==> config.mk <==
export PLATFORM = sky130hd
export DESIGN_NAME = pulse_rate_meter
export DESIGN_NICKNAME = d
export VERILOG_FILES = /design/src/rtl/pulse_meter_pkg.sv /design/src/rtl/pulse_rate_meter_rise_detect.sv /design/src/rtl/pulse_rate_meter.sv
export SDC_FILE = /design/constraint.sdc
export NUM_CORES = 1
export LEC_CHECK = 0
export CAP_MARGIN = 20
export CORE_UTILIZATION = 59
export CTS_BUF_LIST = sky130_fd_sc_hd__clkbuf_4
export CTS_CLUSTER_SIZE = 8
export DETAILED_ROUTE_END_ITERATION = 10
export PLACE_DENSITY = 0.82
export SYNTH_ARGS = -nofsm -noshare
export SYNTH_HDL_FRONTEND = slang
export SYNTH_SLANG_ARGS = --single-unit
==> constraint.sdc <==
create_clock -name clk -period 4.7 [get_ports clk]
set_input_delay 1.175 -clock clk [delete_from_list [all_inputs] [get_ports clk]]
set_output_delay 1.175 -clock clk [all_outputs]
set_load 0.005 [all_outputs]
==> src/rtl/pulse_meter_pkg.sv <==
// rtl/pulse_meter_pkg.sv - shared state encoding and default widths for the pulse rate meter
package pulse_meter_pkg;

  typedef enum logic {
    ST_IDLE  = 1'b0,
    ST_COUNT = 1'b1
  } state_e;

  localparam int DEF_CNT_W  = 16;
  localparam int DEF_GATE_W = 24;

endpackage

==> src/rtl/pulse_rate_meter_rise_detect.sv <==
// rtl/pulse_rate_meter_rise_detect.sv - registered rising-edge detector for a pulse level
module rise_detect (
  input  logic clk_i,
  input  logic rst_i,
  input  logic pulse_i,
  output logic rise_o
);

  logic pulse_q;

  // remember last cycle's level so a level held high yields a single rise
  always_ff @(posedge clk_i or posedge rst_i) begin
    if (rst_i) begin
      pulse_q <= 1'b0;
    end else begin
      pulse_q <= pulse_i;
    end
  end

  assign rise_o = pulse_i & ~pulse_q;

endmodule

==> src/rtl/pulse_rate_meter.sv <==
// rtl/pulse_rate_meter.sv - gated rising-edge counter with a one-entry valid/ready result register
module pulse_rate_meter
  import pulse_meter_pkg::*;
#(
  parameter int CNT_W  = DEF_CNT_W,
  parameter int GATE_W = DEF_GATE_W
) (
  input  logic              clk,
  input  logic              reset,
  input  logic              pulse,
  input  logic              enable,
  input  logic [GATE_W-1:0] gate_len,
  input  logic              out_ready,
  output logic              out_valid,
  output logic [CNT_W-1:0]  out_count,
  output logic              out_ovf,
  output logic              dropped
);

  state_e              state_q, state_d;
  logic [GATE_W-1:0]   len_q, len_d;
  logic [GATE_W-1:0]   cyc_q, cyc_d;
  logic [CNT_W-1:0]    cnt_q, cnt_d;
  logic                ovf_q, ovf_d;

  logic                out_valid_q;
  logic [CNT_W-1:0]    out_count_q;
  logic                out_ovf_q;
  logic                dropped_q;

  logic                rise;
  logic                cnt_at_max;
  logic [CNT_W-1:0]    cnt_next;
  logic                ovf_next;
  logic                last_cycle;
  logic [GATE_W-1:0]   gate_len_eff;
  logic                load;

  rise_detect u_rise_detect (
    .clk_i   (clk),
    .rst_i   (reset),
    .pulse_i (pulse),
    .rise_o  (rise)
  );

  // a zero length would never reach its last cycle, so it runs as a one-cycle window
  assign gate_len_eff = (gate_len == '0) ? GATE_W'(1) : gate_len;

  // count value and overflow flag including this cycle's sample; saturates at all-ones
  assign cnt_at_max = &cnt_q;
  assign cnt_next   = (rise && !cnt_at_max) ? cnt_q + CNT_W'(1) : cnt_q;
  assign ovf_next   = ovf_q | (rise & cnt_at_max);
  assign last_cycle = (cyc_q == len_q - GATE_W'(1));

  // window sequencing: start, count, hand result over, then restart or go idle
  always_comb begin
    state_d = state_q;
    len_d   = len_q;
    cyc_d   = cyc_q;
    cnt_d   = cnt_q;
    ovf_d   = ovf_q;
    load    = 1'b0;
    case (state_q)
      ST_IDLE: begin
        if (enable) begin
          state_d = ST_COUNT;
          len_d   = gate_len_eff;
          cyc_d   = '0;
          cnt_d   = '0;
          ovf_d   = 1'b0;
        end
      end
      ST_COUNT: begin
        if (last_cycle) begin
          load  = 1'b1;
          cyc_d = '0;
          cnt_d = '0;
          ovf_d = 1'b0;
          if (enable) begin
            len_d = gate_len_eff;
          end else begin
            state_d = ST_IDLE;
          end
        end else begin
          cyc_d = cyc_q + GATE_W'(1);
          cnt_d = cnt_next;
          ovf_d = ovf_next;
        end
      end
      default: state_d = ST_IDLE;
    endcase
  end

  // window state registers; reset discards any window in progress
  always_ff @(posedge clk or posedge reset) begin
    if (reset) begin
      state_q <= ST_IDLE;
      len_q   <= '0;
      cyc_q   <= '0;
      cnt_q   <= '0;
      ovf_q   <= 1'b0;
    end else begin
      state_q <= state_d;
      len_q   <= len_d;
      cyc_q   <= cyc_d;
      cnt_q   <= cnt_d;
      ovf_q   <= ovf_d;
    end
  end

  // result register: a load wins over acceptance; overwriting an unread result is sticky-flagged
  always_ff @(posedge clk or posedge reset) begin
    if (reset) begin
      out_valid_q <= 1'b0;
      out_count_q <= '0;
      out_ovf_q   <= 1'b0;
      dropped_q   <= 1'b0;
    end else begin
      if (load) begin
        out_valid_q <= 1'b1;
        out_count_q <= cnt_next;
        out_ovf_q   <= ovf_next;
        if (out_valid_q && !out_ready) begin
          dropped_q <= 1'b1;
        end
      end else if (out_valid_q && out_ready) begin
        out_valid_q <= 1'b0;
      end
    end
  end

  assign out_valid = out_valid_q;
  assign out_count = out_count_q;
  assign out_ovf   = out_ovf_q;
  assign dropped   = dropped_q;

endmodule
==> impl_metrics.toml <==
[setup_path]
r2r-start = "len_q[0]"
crit_fanout = 19
r2r_slack_ps = 590
worstSetupStartpointType = "register"
crit_start = "len_q[0]"
critPathRequiredTime_ps = 5010
cp.arrival_ps = 4420
crit_path_end_kind = "register"
crit_type = "reg -> reg"

[yosys]
syn_area_sq_um = 4910
synth_edf_count = 0
synth_area_leaders = "dfrtp_1 44%, mux2_1 7.6%, xor2_1 7.5%, xnor2_1 6.4%, nor2_1 4.3%"
yosysTopAreaCell = "dfrtp_1"
synthDistinctLibCells = 61
syn_inst = 497
post_synth.cell_area_avg_sq_um = 9.89
synth-main-ff-cell = "dfrtp_1"
yosys_warnings = 0
ys_ff_latch = 86
synth_top_area_share_pct = 43.8
synth_nets = 529
ys_seq_area_share_pct = 43.8
async_flop_share_pct = 100

[cts]
path_clk_slew_ps = 140
clock_path_buffers = 2
cts_root_buffer = "clkbuf_4"
ctsResizeCount = 0
cts.sinks = 86
tritoncts = "built"
clkLatencyLatePin_ps = 430
hold_buffers = 0
cts_made_buffers = 9
ctsHtreeMaxLevel = 3
cts_setup_buffers = 0

[routing]
post_drt_via_cell_ratio = 6.17
drt_iter0_markers = 280
drc = 0
dr.pass1.iters = 5
wl_per_cell_microns = 17.6
antenna_left = 0
vias = 3983
wirelength_microns = 11400

[worst_hold_path]
min_from = "out_count[9]"
hold_path_class = "reg -> reg"

[run_status]
status = "completed"

[sta]
fmax_mhz = 244
drv_slew = 0
tns_ps = 0
period_share_pct = 87.4
fin_crit_ps = 4110
finalSetupViolCount = 0
rsz0062_at_grt = "no"
slew_headroom_pct = 32.2
skew_ps = 13.9
worst_slew_pin_slew_ps = 1020
hold_violations = 0

[global_routing]
grt_use_total_pct = 28.4
globalRouteOverflowTotal = 0
grt_max_degree = 36
grt_pass1_wl_microns = 18900
grt_pass1_vias = 3865
antenna_found_initial = 0

[run]
cap_violations = 0

[die]
die_area_sq_um = 8700
die_w_microns = 93.3
start_util_pct = 62.3
coreArea_sq_um = 7890
fp.dieH_microns = 93.3
io_pins = 48
rows = 32

[finish]
num-fill-cells = 595
nets = 573
area_growth_pct = 13.6
ff_latch_area_sq_um = 2150
drive_above_1_share_pct = 6.43
diodes = 0
multi_input_area_sq_um = 2630

[place]
place_congestion = 0.956
dpl.hpwl_microns = 8250
portBuffers = 47

[power]
finalPower_w = 0.00169
irDropWorstVdd_uv = 199
power_leakage_nw = 2.33
powerDensity_nw_per_um2 = 303
-- final timing paths --
path | to | depth (start not counted)
max | out_count[8] | 10
min | out_count[9] | 1
max reg2reg | out_count[8] | 10
min reg2reg | out_count[9] | 1
max in group asynchronous | cyc_q[16] | 3
min in group asynchronous | cyc_q[6] | 2
-- kinds of logic (layout without fill, tap and decap cells) --
family	count (synthesis)	after routing	share of synthesized area, %
simple gates	197	197	20.5
flops	86	86	43.8
mux	39	39	8.99
buf+inv	30	77	3.03
compound gates	64	64	9.01
fa+ha+maj	3	3	0.764
xor+xnor	78	78	13.9
-- cell type report --
class / instances / share of cell area, %
Sequential cell: 86 / 38.5
Timing Repair Buffer: 54 / 9.37
Inverter: 9 / 0.628
Clock buffer: 9 / 1.21
Multi-Input combinational cell: 381 / 47.0
Tap cell: 102 / 2.29
Clock inverter: 5 / 0.941
-- sequential cells by signal (all words and copies together), names as in the netlist --
register and flops:
out_count 16, out_ovf 1, ovf_q 1, out_valid 1, u_rise_detect.pulse_q 1, state_q 1
cnt_q 16, dropped 1, len_q 24, cyc_q 24
-- worst max-delay path: stages (launching register included) --
cell	delay [ps]
dfrtp_1	440
inv_1	90
ha_1	270
or4b_1	600
nor4_1	630
mux2_1	380
o22ai_1	180
o2111ai_1	180
buf_4	230
or2_1	530
mux2_1	450
-- power breakdown --
part,internal (W),switching (W),total (W)
Combinational,0.000170,0.000177,0.000347
Sequential,0.000811,0.000130,0.000941
Clock,0.000154,0.000250,0.000404
Total,0.00114,0.000557,0.00169
-- layout by cell type (no fill, tap or decap), types with 10 or more instances in the layout --
cell / Yosys / layout
nor2_1: 56 / 56
and3_1: 10 / 10
nand4_1: 11 / 11
xnor2_1: 36 / 36
o21ai_0: 13 / 13
nand3_1: 26 / 26
clkdlybuf4s50_1: 0 / 47
a21oi_1: 10 / 10
dfrtp_1: 86 / 86
nand2_1: 39 / 39
nor4_1: 14 / 14
xor2_1: 42 / 42
mux2_1: 33 / 33
-- through the flow --
step / setup slack, ps / utilization [%] / hold WS [ps] / instance area (sq um) / std cells
2_1_floorplan: 1280 / - / 463 / 4910 / 497
3_3_place_gp: 850 / 69.3 / 469 / 5460 / 632
3_5_place_dp: 666 / 69.3 / 476 / 5460 / 632
4_1_cts: 636 / 70.8 / 514 / 5580 / 646
5_1_grt: 350 / 70.8 / 529 / 5580 / 646
6_report: 594 / 70.8 / 510 / 5580 / 646
-- synth_stat cells (2+ instances only) --
master / count
a211oi_1: 3
a21oi_1: 10
a31oi_1: 4
a32o_1: 2
and3_1: 10
and4_1: 2
and4b_1: 2
buf_2: 5
buf_4: 2
buf_6: 3
clkbuf_1: 10
dfrtp_1: 86
ha_1: 3
inv_1: 9
mux2_1: 33
mux2_4: 2
mux2i_1: 4
nand2_1: 39
nand2b_1: 7
nand3_1: 26
nand3b_1: 2
nand4_1: 11
nor2_1: 56
nor3_1: 8
nor4_1: 14
nor4_2: 2
o211ai_1: 4
o21ai_0: 13
o21ai_1: 5
o21bai_1: 2
o22ai_1: 4
o31a_1: 3
or2_2: 3
or3_1: 5
xnor2_1: 36
xor2_1: 42
-- metal layers --
layer	GRT usage (%)	wire, microns	up-vias	share of wire, %
li1	-	-	1847	-
met1	38.7	4930	1926	43
met2	45.3	5430	188	48
met3	4.96	779	22	6.8
met4	10.5	234	0	2.1
met5	0	0	-	0
No activity file was read; power rests on OpenSTA's default activity.
